## src/rtl/iomem_pkg.sv

```systemverilog
// Shared constants, FSM encoding and request payload for the iomem arbiter.
package iomem_pkg;

    localparam int unsigned IOMEM_AW = 32;
    localparam int unsigned IOMEM_DW = 32;
    localparam int unsigned IOMEM_SW = 4;

    localparam logic [IOMEM_DW-1:0] IOMEM_ERR_RDATA = 32'hDEAD_BEEF;

    typedef enum logic [1:0] {
        ST_IDLE = 2'd0,
        ST_BUSY = 2'd1,
        ST_DONE = 2'd2
    } arb_state_e;

    typedef struct packed {
        logic [IOMEM_SW-1:0] wstrb;
        logic [IOMEM_AW-1:0] addr;
        logic [IOMEM_DW-1:0] wdata;
    } iomem_req_t;

endpackage

```

## src/rtl/iomem_watchdog.sv

```systemverilog
// Saturating per-transaction cycle counter; expire_c flags the last allowed cycle.
module iomem_watchdog #(
    parameter int unsigned TIMEOUT_CYCLES = 255
) (
    input  logic clk,
    input  logic reset,
    input  logic clear_i,
    input  logic enable_i,
    output logic expire_c
);

    generate
        if (TIMEOUT_CYCLES == 0) begin : g_off
            assign expire_c = 1'b0;
        end else begin : g_on
            localparam int unsigned CW = $clog2(TIMEOUT_CYCLES + 1);
            localparam logic [CW-1:0] LIMIT = CW'(TIMEOUT_CYCLES);

            logic [CW-1:0] count_q;

            always_ff @(posedge clk) begin
                if (reset || clear_i) begin
                    count_q <= '0;
                end else if (enable_i && (count_q != LIMIT)) begin
                    count_q <= count_q + CW'(1);
                end
            end

            // Fires in the cycle that would bring the count up to the limit.
            assign expire_c = enable_i && (count_q >= (LIMIT - CW'(1)));
        end
    endgenerate

endmodule

```

## src/rtl/iomem_arbiter.sv

```systemverilog
// Two-master iomem arbiter: round-robin or fixed-priority grant, one transaction
// in flight, registered responses and a per-transaction timeout watchdog.
module iomem_arbiter
    import iomem_pkg::*;
#(
    parameter int unsigned          TIMEOUT_CYCLES = 255,
    parameter logic [IOMEM_DW-1:0]  ERR_RDATA      = IOMEM_ERR_RDATA,
    parameter bit                   FIXED_PRIO     = 1'b0
) (
    input  logic                clk,
    input  logic                reset,

    input  logic                m0_valid,
    output logic                m0_ready,
    input  logic [IOMEM_SW-1:0] m0_wstrb,
    input  logic [IOMEM_AW-1:0] m0_addr,
    input  logic [IOMEM_DW-1:0] m0_wdata,
    output logic [IOMEM_DW-1:0] m0_rdata,

    input  logic                m1_valid,
    output logic                m1_ready,
    input  logic [IOMEM_SW-1:0] m1_wstrb,
    input  logic [IOMEM_AW-1:0] m1_addr,
    input  logic [IOMEM_DW-1:0] m1_wdata,
    output logic [IOMEM_DW-1:0] m1_rdata,

    output logic                s_valid,
    input  logic                s_ready,
    output logic [IOMEM_SW-1:0] s_wstrb,
    output logic [IOMEM_AW-1:0] s_addr,
    output logic [IOMEM_DW-1:0] s_wdata,
    input  logic [IOMEM_DW-1:0] s_rdata,

    output logic                grant_id,
    output logic                timeout
);

    arb_state_e state_q;
    logic       last_grant_q;
    logic       pick_m1_c;
    logic       wd_expire_c;
    iomem_req_t win_req_c;

    // Winner selection among pending requests.
    always_comb begin
        pick_m1_c = m1_valid;
        if (m0_valid && m1_valid) begin
            pick_m1_c = FIXED_PRIO ? 1'b0 : ~last_grant_q;
        end
        win_req_c = pick_m1_c ? iomem_req_t'({m1_wstrb, m1_addr, m1_wdata})
                              : iomem_req_t'({m0_wstrb, m0_addr, m0_wdata});
    end

    iomem_watchdog #(
        .TIMEOUT_CYCLES(TIMEOUT_CYCLES)
    ) u_watchdog (
        .clk      (clk),
        .reset    (reset),
        .clear_i  (state_q != ST_BUSY),
        .enable_i (state_q == ST_BUSY),
        .expire_c (wd_expire_c)
    );

    always_ff @(posedge clk) begin
        if (reset) begin
            state_q      <= ST_IDLE;
            last_grant_q <= 1'b1;
            grant_id     <= 1'b0;
            s_valid      <= 1'b0;
            s_wstrb      <= '0;
            s_addr       <= '0;
            s_wdata      <= '0;
            m0_ready     <= 1'b0;
            m1_ready     <= 1'b0;
            m0_rdata     <= '0;
            m1_rdata     <= '0;
            timeout      <= 1'b0;
        end else begin
            m0_ready <= 1'b0;
            m1_ready <= 1'b0;
            timeout  <= 1'b0;
            case (state_q)
                ST_IDLE: begin
                    if (m0_valid || m1_valid) begin
                        grant_id     <= pick_m1_c;
                        last_grant_q <= pick_m1_c;
                        s_wstrb      <= win_req_c.wstrb;
                        s_addr       <= win_req_c.addr;
                        s_wdata      <= win_req_c.wdata;
                        s_valid      <= 1'b1;
                        state_q      <= ST_BUSY;
                    end
                end
                ST_BUSY: begin
                    // Target completion takes precedence over an expiring watchdog.
                    if (s_ready || wd_expire_c) begin
                        s_valid <= 1'b0;
                        timeout <= ~s_ready;
                        state_q <= ST_DONE;
                        if (grant_id) begin
                            m1_rdata <= s_ready ? s_rdata : ERR_RDATA;
                            m1_ready <= 1'b1;
                        end else begin
                            m0_rdata <= s_ready ? s_rdata : ERR_RDATA;
                            m0_ready <= 1'b1;
                        end
                    end
                end
                ST_DONE: state_q <= ST_IDLE;
                default: state_q <= ST_IDLE;
            endcase
        end
    end

endmodule

```

## config.mk

```make
export PLATFORM = sky130hd
export DESIGN_NAME = iomem_arbiter
export DESIGN_NICKNAME = d
export VERILOG_FILES = /design/src/rtl/iomem_pkg.sv /design/src/rtl/iomem_watchdog.sv /design/src/rtl/iomem_arbiter.sv
export SDC_FILE = /design/constraint.sdc
export NUM_CORES = 1
export LEC_CHECK = 0
export CORE_UTILIZATION = 40
export DETAILED_ROUTE_END_ITERATION = 10
export GPL_ROUTABILITY_DRIVEN = 0
export PLACE_DENSITY_LB_ADDON = 0.15
export RECOVER_POWER = 25
export REMOVE_ABC_BUFFERS = 1
export SLEW_MARGIN = 20
export SYNTH_ARGS = -nofsm -noshare
export SYNTH_HDL_FRONTEND = slang
export SYNTH_HIERARCHICAL = 1
export SYNTH_SLANG_ARGS = --single-unit
```

## constraint.sdc

```tcl
create_clock -name clk -period 3.6 [get_ports clk]
set_input_delay 0.72 -clock clk [delete_from_list [all_inputs] [get_ports clk]]
set_output_delay 0.72 -clock clk [all_outputs]
set_load 0.05 [all_outputs]
```

### Yosys cells after proc, flatten, opt, wreduce, memory -nomap -nowiden

Cells that the tools add are included.

* multiplexer cells: 11
* reductions and logical operators: 14
* $lt $le $gt $ge: 1
* bitwise operators: 5
* $add $sub $neg: 1
* shift operators: 0
* multiply operators: 0
* divide/modulo/power cells: 0
* equality and inequality tests: 5

Operators by type and width (count)
* 68-bit two-way mux: 1
* 32-bit two-way mux: 1
* 3-bit AND reduction: 3
* 8-bit by 1-bit adder with 8-bit output, second input constant: 1
* 8-bit greater-or-equal comparator, second input constant: 1
* 8-bit inequality test, second input constant: 1
* 1-bit two-way mux: 5
* 1-bit NOT: 5
* 2-bit two-way mux: 2
* 2-bit inequality test, second input constant: 2
* 2-bit case mux with 2 select lines: 1
* 2-bit AND reduction: 2
* 1-bit logical AND: 3
* 1-bit logical OR: 3
* 3-bit OR reduction: 1
* 2-bit by 1-bit equality test with 1-bit output, second input constant: 1
* 2-bit zero test: 1
* 2-bit by 1-bit inequality test with 1-bit output, second input constant: 1
* 1-bit case mux with 2 select lines: 1
* 2-bit nonzero test: 1

* input bits: 173
* latch bits: 0
* memories kept: 0
* ROM bits: 0
* output and inout bits: 137
* RAM bits: 0
* register bits after elaboration: 148
* logic and storage cells: 50

### Depth between registers and ports, before layout

Gate-level depths: netlist of the first run.

* word-level depth: 5
* depth in mapped cells: 10
* mapped depth without buffers: 7

### Hierarchy

The synthesis of the first run kept the hierarchy.

Modules (own cells, without submodules)
* iomem_arbiter: instances 1, sequential area each 2802.7 um^2, area each 6078.3 um^2, cells an instance 691
* iomem_watchdog: instances 1, sequential area each 160.2 um^2, area each 441.7 um^2, cells an instance 51

### Worst setup path after synthesis of the first run

OpenSTA, ideal clock, no wires.

* kind: reg-to-reg
* from: register state_q[1]
* to: register m0_rdata[10]
* path slack: 1.579 ns
* setup time: 0.120 ns
* stages on the path, launching flop included: 11
* data required time: 3.480 ns
* period minus slack after synthesis: 2.021 ns
* arrival: 1.901 ns
* buffers on the path: 3
* path through: dfxtp_1 > nand2b_1 > buf_2 > inv_1 > nand3_2 > nor3_1 > nor2_1 > or3_1 > buf_6 > buf_6 > mux2i_1

* cells in the longest elaborated chain, start to end: 4

RTL lines
* from (decl): RTL line iomem_arbiter.sv:38 `arb_state_e state_q;`
* from (signal assigned): RTL line iomem_arbiter.sv:66 `state_q <= ST_IDLE;`
* from (signal assigned): RTL line iomem_arbiter.sv:91 `state_q <= ST_BUSY;`
* from (signal assigned): RTL line iomem_arbiter.sv:99 `state_q <= ST_DONE;`
* 2-bit by 1-bit equality test with 1-bit output: RTL line iomem_arbiter.sv:60 `.enable_i (state_q == ST_BUSY),`
* 1-bit logical AND: RTL line iomem_watchdog.sv:30 `assign expire_c = enable_i && (count_q >= (LIMIT - CW'(1)));`
* via wd_expire_c: RTL line iomem_arbiter.sv:41 `logic wd_expire_c;`
* 1-bit logical OR: RTL line iomem_arbiter.sv:96 `if (s_ready || wd_expire_c) begin`
* 3-bit AND reduction (no line)
* to (signal assigned): RTL line iomem_arbiter.sv:104 `m0_rdata <= s_ready ? s_rdata : ERR_RDATA;`
* to (decl): RTL line iomem_arbiter.sv:18 `output logic [IOMEM_DW-1:0] m0_rdata,`

The timed path passes the listed nets, and every way through them passes these cells.
A chain may end at the register's enable or synchronous reset.

### Final worst setup path of the first run

* from: register state_q[1]
* to: register m0_rdata[31]

The elaborated chain is that of the path after synthesis.

==> results list, run 1 <==
- Outcome: complete, but fails checks
- The final reports fail on capacitance limit, slew limit.
- For this run, the number of Yosys warnings is 6.
* Netlist area before placement: between 6000 and 7000 sq um
- Hold worst-path end: m0_rdata[31]
* Area fraction of the dominant cell type after synthesis: 45.4%
- Net Switching: about 1.5 mW
- Reg2reg path depth: 7
- After detailed routing, the total wire length is 20,400 um.
* Final slew viol count: around 70
* Critical path class: reg2reg
* Leakage power of the design: approximately 4.3 nW
* Flip-flop cell with the highest count after synthesis: dfxtp_1
* Number of detailed-route iterations in the first pass: 4
- H-tree depth: 4
* Actual slew at the worst max-slew pin: ~1.5 ns
* Max Root-Sink Buffers: 2
- Clock tree from TritonCTS: built
- The synthesized netlist devotes a little under a fifth of its cell area to simple gates.
- Cells with a size suffix above 1 make up 5.07% of the layout.
- Instance count after placement with tap cells included: around 1,200
- In this run the worst path has a maximum fanout of 33.
- A synthesized cell averages 8.79 sq um.
- Met3 wire length: 1910 um
- Yosys mapped a number of flops with a built-in enable equal to 0.
- Critical Path RT: 3.93 ns
- Cts-stage hold buffer count: 0
- The floorplan has 46 rows.
- The worst path meets setup with between 0.7 and 0.8 ns of slack.
- In this run switching power makes up 31.6% of total power.
- After synthesis, flip-flops and latches occupy 45.4% of the total area.
- Number of global-route vias before repair: approximately 6,000
- Vias/cell: about 5.1
- The number of antenna violations at the first check in global routing was 0.
* Resized Gates After CTS: 0
- STA classifies the critical path startpoint as a flop.
* Cell count after synthesis: roughly 740
- For this block, wires on met1 add up to 8220 um.
- Number of clock sinks: around 150
* RSZ-0062 raised after global routing: no
- Summing the areas of all xor and xnor instances in the mapped netlist gives less than 1% of the synthesized area.
* Worst voltage drop across the vdd grid: about 0.00033 V
- Pin count of the biggest net entering global routing: 73
- Internal power contribution: 3.32 mW
- Summed over all instances, the cell type with the most area after synthesis is dfxtp_1.
- The share of total power dissipated in combinational logic is a little over a quarter.
- From synthesis to final layout, the design area changed by 58.1%.
- DIE WIDTH: 130 um
* Root Buffer: clkbuf_16
* Number of vias after detailed routing: 6,300
* Total negative setup slack: 0 ns
* Wire length of the first global-routing pass: roughly 31,000 um
- In the finished design, the share of the clock period the worst path needs comes to between 70% and 80%.
* Worst slew margin: -2.10%
* Top area cells in the synthesized netlist: dfxtp_1, mux2i_1, a311oi_1, nand2_1, nand2b_1
* Hold-critical path depth: 2
- I/O Buffers: ~300
- Worst hold slack across all endpoints: ~0.47 ns
- CP arrival: ~3.2 ns
* Type of the most critical hold path: reg2reg
- Multiplexer fraction of the synthesized cell area: around a tenth
* Average routed wire per standard cell: between 15 and 20 um
- Kind of end point of the critical path: flop
- The total count of hold-check failures in the final report is 0.
- Non-filler cells, final: ~1,200
- Maximum clock frequency: 349 MHz
- TritonCTS created 17 clock buffers.
- Worst reg2reg startpoint: state_q[1]
* CORE AREA: between 15,000 and 20,000 sq um
- Final HPWL from detailed placement: roughly 14,000 um
- The die covers around 17,000 sq um.
- Combinational family with the most area after synthesis: compound AO/OA/AOI/OAI gates
- At the later pin of the worst-skew pair, clock insertion delay measures between 0.4 and 0.5 ns.
- Final setup violation count: 0
- The tool flagged a number of max-cap violations equal to 1.
* Synth Area in Adders: less than 1%
- Share of synthesized registers carrying an async set or reset: 0%
- Final setup skew: about 0.0093 ns
- The floorplan step set the die height to ~130 um.
- Overall routing resource usage: around a quarter
- Overflow after GRT: 0
- Dividing total power by cell area gives a power density of between 400 and 500 nW/um^2.
* Diode insertion count for antenna repair: 0
* Distinct cells, synth: 42
* 1st-iter DRT viols: roughly 300
* Capture instance of the worst register-to-register path: m0_rdata[31]
- Final layout net count: around 1,200
* Post-CTS setup buffers: 0
- Initial Util: approximately two fifths
- Antenna viol nets, final: 0
- After detailed routing, the number of remaining DRC violations is 0.
- Synthesis inferred approximately 150 register bits.
- Clock-pin slew was measured on the worst setup and hold paths at 0.06 ns.
- Timing analysis after detailed placement gives a worst setup slack of approximately 0.82 ns.
* Routed met2 length: approximately 9600 um
- The worst hold path begins at m0_rdata[31].
- Sequential cells account for a little under two fifths of the total power.
- After layout, the minimum clock period comes to around 2.9 ns.
- Total Power: 4.86 mW
- Worst setup slack for register-to-register paths: around 0.73 ns
* Highest routed metal layer: met4
- The synthesized netlist devotes approximately a fifth of its cell area to compound gates.
- Per report_power, the clock group accounts for a little over a third of the total.
* I/O pin cnt: 310
==> final cells by class <==
type                            count  area (sq um)
Fill cell                        1413          5580
Clock inverter                     12           131
Inverter                           27           101
Sequential cell                   148          2960
Tap cell                          216           270
Clock buffer                       20           447
Timing Repair Buffer              319          3230
Multi-Input combinational cell    499          3170
==> cell usage after synthesis, types with 2 or more instances <==
| master | count |
|---|---|
| dfxtp_1 | 148 |
| buf_2 | 12 |
| buf_4 | 3 |
| inv_1 | 27 |
| nand3_1 | 6 |
| a21oi_1 | 72 |
| mux2i_1 | 64 |
| a211oi_1 | 2 |
| or2_2 | 3 |
| nor3_1 | 6 |
| nand2b_1 | 63 |
| nor4b_1 | 2 |
| a311oi_1 | 68 |
| buf_6 | 4 |
| nand3b_1 | 9 |
| clkbuf_1 | 48 |
| ha_1 | 2 |
| o21ai_0 | 4 |
| a31oi_1 | 2 |
| nand2_1 | 144 |
| a21o_1 | 23 |
| nor2_1 | 9 |
| or3_1 | 2 |
==> critical path: stages, from the launching register on <==
cell and delay (ns):
dfxtp_1 0.33, nand2b_1 0.28, inv_1 0.28, nand3_1 0.23
nor3_1 0.31, nor2_1 0.13, or3_2 0.87, a211oi_1 0.35
==> placed cells by master (no fill, tap or decap), types with 2 or more instances in the layout <==
cell type	n
clkinv_4	4
clkdlybuf4s50_1	307
nor2_1	7
clkinv_2	4
o21ai_0	4
bufinv_16	2
a211oi_1	2
nor3_1	6
or2_2	3
nand2_1	144
a21oi_1	72
nand2b_1	63
and4_1	2
inv_1	27
a31oi_1	2
nor4b_1	2
nand3b_1	9
mux2i_1	64
buf_12	5
ha_1	2
a311oi_1	68
a21o_1	23
dfxtp_1	148
nand3_1	6
buf_4	5
nor2_4	2
clkbuf_1	2
clkbuf_16	17
==> registers in the layout (all words and copies together), names as in the netlist <==
name and count:
s_wdata 32, state_q 2, s_valid 1, last_grant_q 1, u_watchdog/g_on.count_q 8, m1_ready 1
grant_id 1, timeout 1, s_addr 32, s_wstrb 4, m0_rdata 32, m0_ready 1
m1_rdata 32
==> how the worst max path moves through the flow <==
stage                           from           end  slack (ns)
after CTS                 state_q[1]  m0_rdata[31]        0.81
final                     state_q[1]  m0_rdata[31]        0.73
after detailed placement     s_ready  m0_rdata[31]        0.82
after floorplan             m1_valid     s_addr[0]        0.31
after global placement       s_ready  m0_rdata[31]        0.83
after global routing      state_q[1]  m0_rdata[31]        0.37
==> power groups by stage <==
stage | clock, mW | sequential [mW] | combinational [mW]
after floorplan | 0 | 2.26 | 0.322
after global placement | 0 | 1.86 | 1.30
after detailed placement | 0 | 1.86 | 1.31
after CTS | 1.76 | 1.83 | 1.31
after global routing | 1.82 | 1.84 | 1.38
final | 1.73 | 1.83 | 1.30
==> per-layer routing <==
| metal | GRT usage (%) | vias to the layer above |
|---|---|---|
| li1 | - | 3137 |
| met1 | 28.2 | 2860 |
| met2 | 38.8 | 268 |
| met3 | 8.55 | 35 |
| met4 | 10.5 | 0 |
| met5 | 0 | - |
==> through the flow <==
step / utilization, % / cell area, sq um
after global placement: 61.4 / 9750
after CTS: 65.0 / 10300
after global routing: 64.9 / 10300
after floorplan: - / 6210
final: 64.9 / 10300
after detailed placement: 61.4 / 9750
==> kinds of logic (layout without fill, tap and decap cells) <==
group | count (synthesis) | in the layout
adders and majority gates | 2 | 2
muxes | 64 | 64
and+or+nand+nor | 254 | 254
DFF | 148 | 148
AOI/OAI and AO/OA | 178 | 178
buffers and inverters | 95 | 378
xor gates and xnor gates | 1 | 1
Note: power is estimated with default switching activity, not from simulation.
==> run 2: changes to the inputs <==
--- a/config.mk
+++ b/config.mk
@@ -5,7 +5,7 @@
 export SDC_FILE = /design/constraint.sdc
 export NUM_CORES = 1
 export LEC_CHECK = 0
-export CORE_UTILIZATION = 40
+export CORE_UTILIZATION = 37
 export DETAILED_ROUTE_END_ITERATION = 10
 export GPL_ROUTABILITY_DRIVEN = 0
 export PLACE_DENSITY_LB_ADDON = 0.15
==> constraint.sdc (replaced) <==
create_clock -name clk -period 2.3 [get_ports clk]
set_input_delay 0.46 -clock clk [delete_from_list [all_inputs] [get_ports clk]]
set_output_delay 0.46 -clock clk [all_outputs]
set_load 0.05 [all_outputs]
==> results list, run 2 (synthesized netlist as in run 1, its figures left out) <==
* Wire length of the first global-routing pass: 31,800 um (+2.5%)
- Number of clock sinks: 148 (unchanged)
* Capture instance of the worst register-to-register path: m0_rdata[2]
* Actual slew at the worst max-slew pin: 0.868 ns (-0.663 ns)
- Hold worst-path end: s_valid
* Clk slew on worst S/H paths: 0.06 ns (about the same)
- The library cells used most frequently in the layout, excluding fill and tap cells, are clkdlybuf4s50_1, dfxtp_1, nand2_1, a21oi_1, a311oi_1.
- Timing would allow up to around 450 MHz.
* Buf/Inv on CP: 1 (unchanged)
* Kind of end point of the critical path: output port
- The signal on the critical path passes through clkdlybuf4s50_1.
- The run finished with clean final reports.
- Reg2reg path depth: 8 (+1)
- From synthesis to final layout, the design area changed by 60.4%.
- Initial Util: 37.8% (-3.2 points)
- Layout cells sized above 1: 5.89% (+0.81 points)
- The max-slew violation count is 0 (-100%).
- The HPWL after detailed placement came to 13,900 um (+0.58%).
- The clock skew after layout was 0.0104 ns (+0.00103 ns).
- The number of nets still failing antenna checks after routing came to 0 (unchanged).
- Max-cap violations: 0 (-1)
* Full die area: 18,200 sq um (+8.0%)
- The number of levels in the clock H-tree is 4 (unchanged).
- The post-CTS setup buffer count came to 0 (unchanged).
- The headroom to the max-slew limit came to 42.0% (+44 points).
* DIE WIDTH: 135 um (+3.9%)
- The number of DRC violations after detailed-routing iteration 0 is 276 (-6.1%).
- Post-Place Cell Area: 9890 sq um (+1.5%)
- The y dimension of the die is 135 um (+3.9%).
- Remaining design rule violation count: 0 (unchanged)
- Pin count of the biggest net entering global routing: 75 (+2.7%)
* Worst voltage drop across the vdd grid: 0.000506 V (+52%)
- The depth of the worst hold-timing path was 2 (unchanged).
- Clock tree from TritonCTS: built
- Dominant delay contributor by cell family on the critical path: buffers and inverters
* Power density cells: 741 nW/um^2 (+57%)
- Worst reg2reg startpoint: state_q[1]
* Worst setup slack for register-to-register paths: 0.25 ns (-0.48 ns)
- Setup repair after global routing left no endpoint under its margin.
- Setup crit start kind: flop
- Standard-cell row count: 48 (+4.3%)
* Worst setup path startpoint: grant_id
- The total count of hold-check failures in the final report came to 0 (unchanged).
- Crit path max fanout: 7 (-79%)
- Overall routing resource usage: 22.4% (-1.5 points)
* Leakage power of the design: 4.36 nW (+1.5%)
- The startpoint identified for the worst hold timing path is reset.
- Final layout net count: 1,198 (+0.93%)
* Root Buffer: clkbuf_16
* Total negative setup slack: 0 ns (unchanged)
- I/O Buffers: 309 (unchanged)
- Slowest CP cell: clkdlybuf4s50_1
* Number of vias after detailed routing: 6,245 (-0.87%)
* Shortest period the worst path allows: between 2 and 2.5 ns
- The total power consumption of the routed design is 7.75 mW (+60%).
- Antenna violations before repair: 0 (unchanged)
- The total clock buffers created by CTS was 17 (unchanged).
- In this run the worst hold path is classified as in2reg.
* Post-route clock period utilization: a little over nine tenths
- Diode insertion count for antenna repair: 0 (unchanged)
- The routed wire length was 20,100 um (-1.2%).
* Cts-stage hold buffer count: 0 (unchanged)
* Number of global-route vias before repair: 6,124 (+2.4%)
- Final-layout fill cell count: 1,515 (+7.2%)
- The required time of the critical path came to 1.84 ns (-2.09 ns).
* Worst-skew pair later-pin latency: 0.42 ns (about the same)
* Fin area: 10,500 sq um (+1.5%)
- CORE AREA: 17,200 sq um (+8.5%)
- Max Root-Sink Buffers: 2 (unchanged)
* I/O pin cnt: 310 (unchanged)
* Average routed wire per standard cell: 16.0 um (-2.8%)
* Resized Gates After CTS: 0 (unchanged)
* Critical path class: reg2out
* Overflow after GRT: 0 (unchanged)
* Vias/cell: 4.95 (-2.4%)
- The number of iterations in the first detailed-routing pass was 5 (+1).
* Most common library cell in the layout ignoring fill and taps: clkdlybuf4s50_1
- Final setup violation count: 0 (unchanged)
- The biggest cell delay along the critical path was 0.87 ns (about the same).
- CP arrival: 1.76 ns (-1.44 ns)
## run 2: final cells by class
type	instances	area, sq um	area share, %
multi-input cells	499	3160	30.2
clock inverters	12	144	1.38
inverters	27	101	0.969
well taps	225	282	2.69
flip-flops and latches	148	2960	28.3
clock buffers	20	467	4.46
repair buffers	330	3350	32.0
## run 2: per-layer routing
metal	vias up	GRT usage [%]	wire, um
li1	3158	-	-
met1	2836	26.7	8360
met2	223	36.2	9420
met3	28	8.67	1860
met4	0	8.61	479
met5	-	0	0
## run 2: through the flow
| stage | std cells | util (%) | worst slack, ns | hold WS, ns |
|---|---|---|---|---|
| after floorplan | 674 | - | -0.833 | 0.492 |
| after global placement | 1229 | 57.4 | 0.190 | 0.450 |
| after detailed placement | 1229 | 57.4 | 0.177 | 0.452 |
| after CTS | 1261 | 60.9 | 0.0697 | 0.397 |
| after global routing | 1261 | 60.7 | 0.0208 | 0.422 |
| final | 1261 | 60.7 | 0.0844 | 0.414 |
## run 2: worst max path at each step
stage	slack (ns)	to	depth (start not counted)
finish	0.08	grant_id	1
global route	0.02	grant_id	1
CTS	0.07	grant_id	1
detailed placement	0.18	m0_rdata[31]	5
global placement	0.19	m0_rdata[31]	5
floorplan	-0.83	s_addr[0]	3
## run 2: where the power goes
| group | internal (mW) | total [mW] | switching (mW) |
|---|---|---|---|
| combinational | 0.837 | 2.06 | 1.22 |
| sequential | 2.76 | 2.86 | 0.100 |
| clock | 1.70 | 2.84 | 1.13 |
| total | 5.29 | 7.75 | 2.46 |
==> run 3: changes to the inputs <==
--- a/config.mk
+++ b/config.mk
@@ -8,6 +8,7 @@
 export CORE_UTILIZATION = 37
 export DETAILED_ROUTE_END_ITERATION = 10
 export GPL_ROUTABILITY_DRIVEN = 0
+export HOLD_SLACK_MARGIN = 0.06
 export PLACE_DENSITY_LB_ADDON = 0.15
 export RECOVER_POWER = 25
 export REMOVE_ABC_BUFFERS = 1
==> results of run 3 <==
Final layout, timing and power as in run 2 (identical DEF).
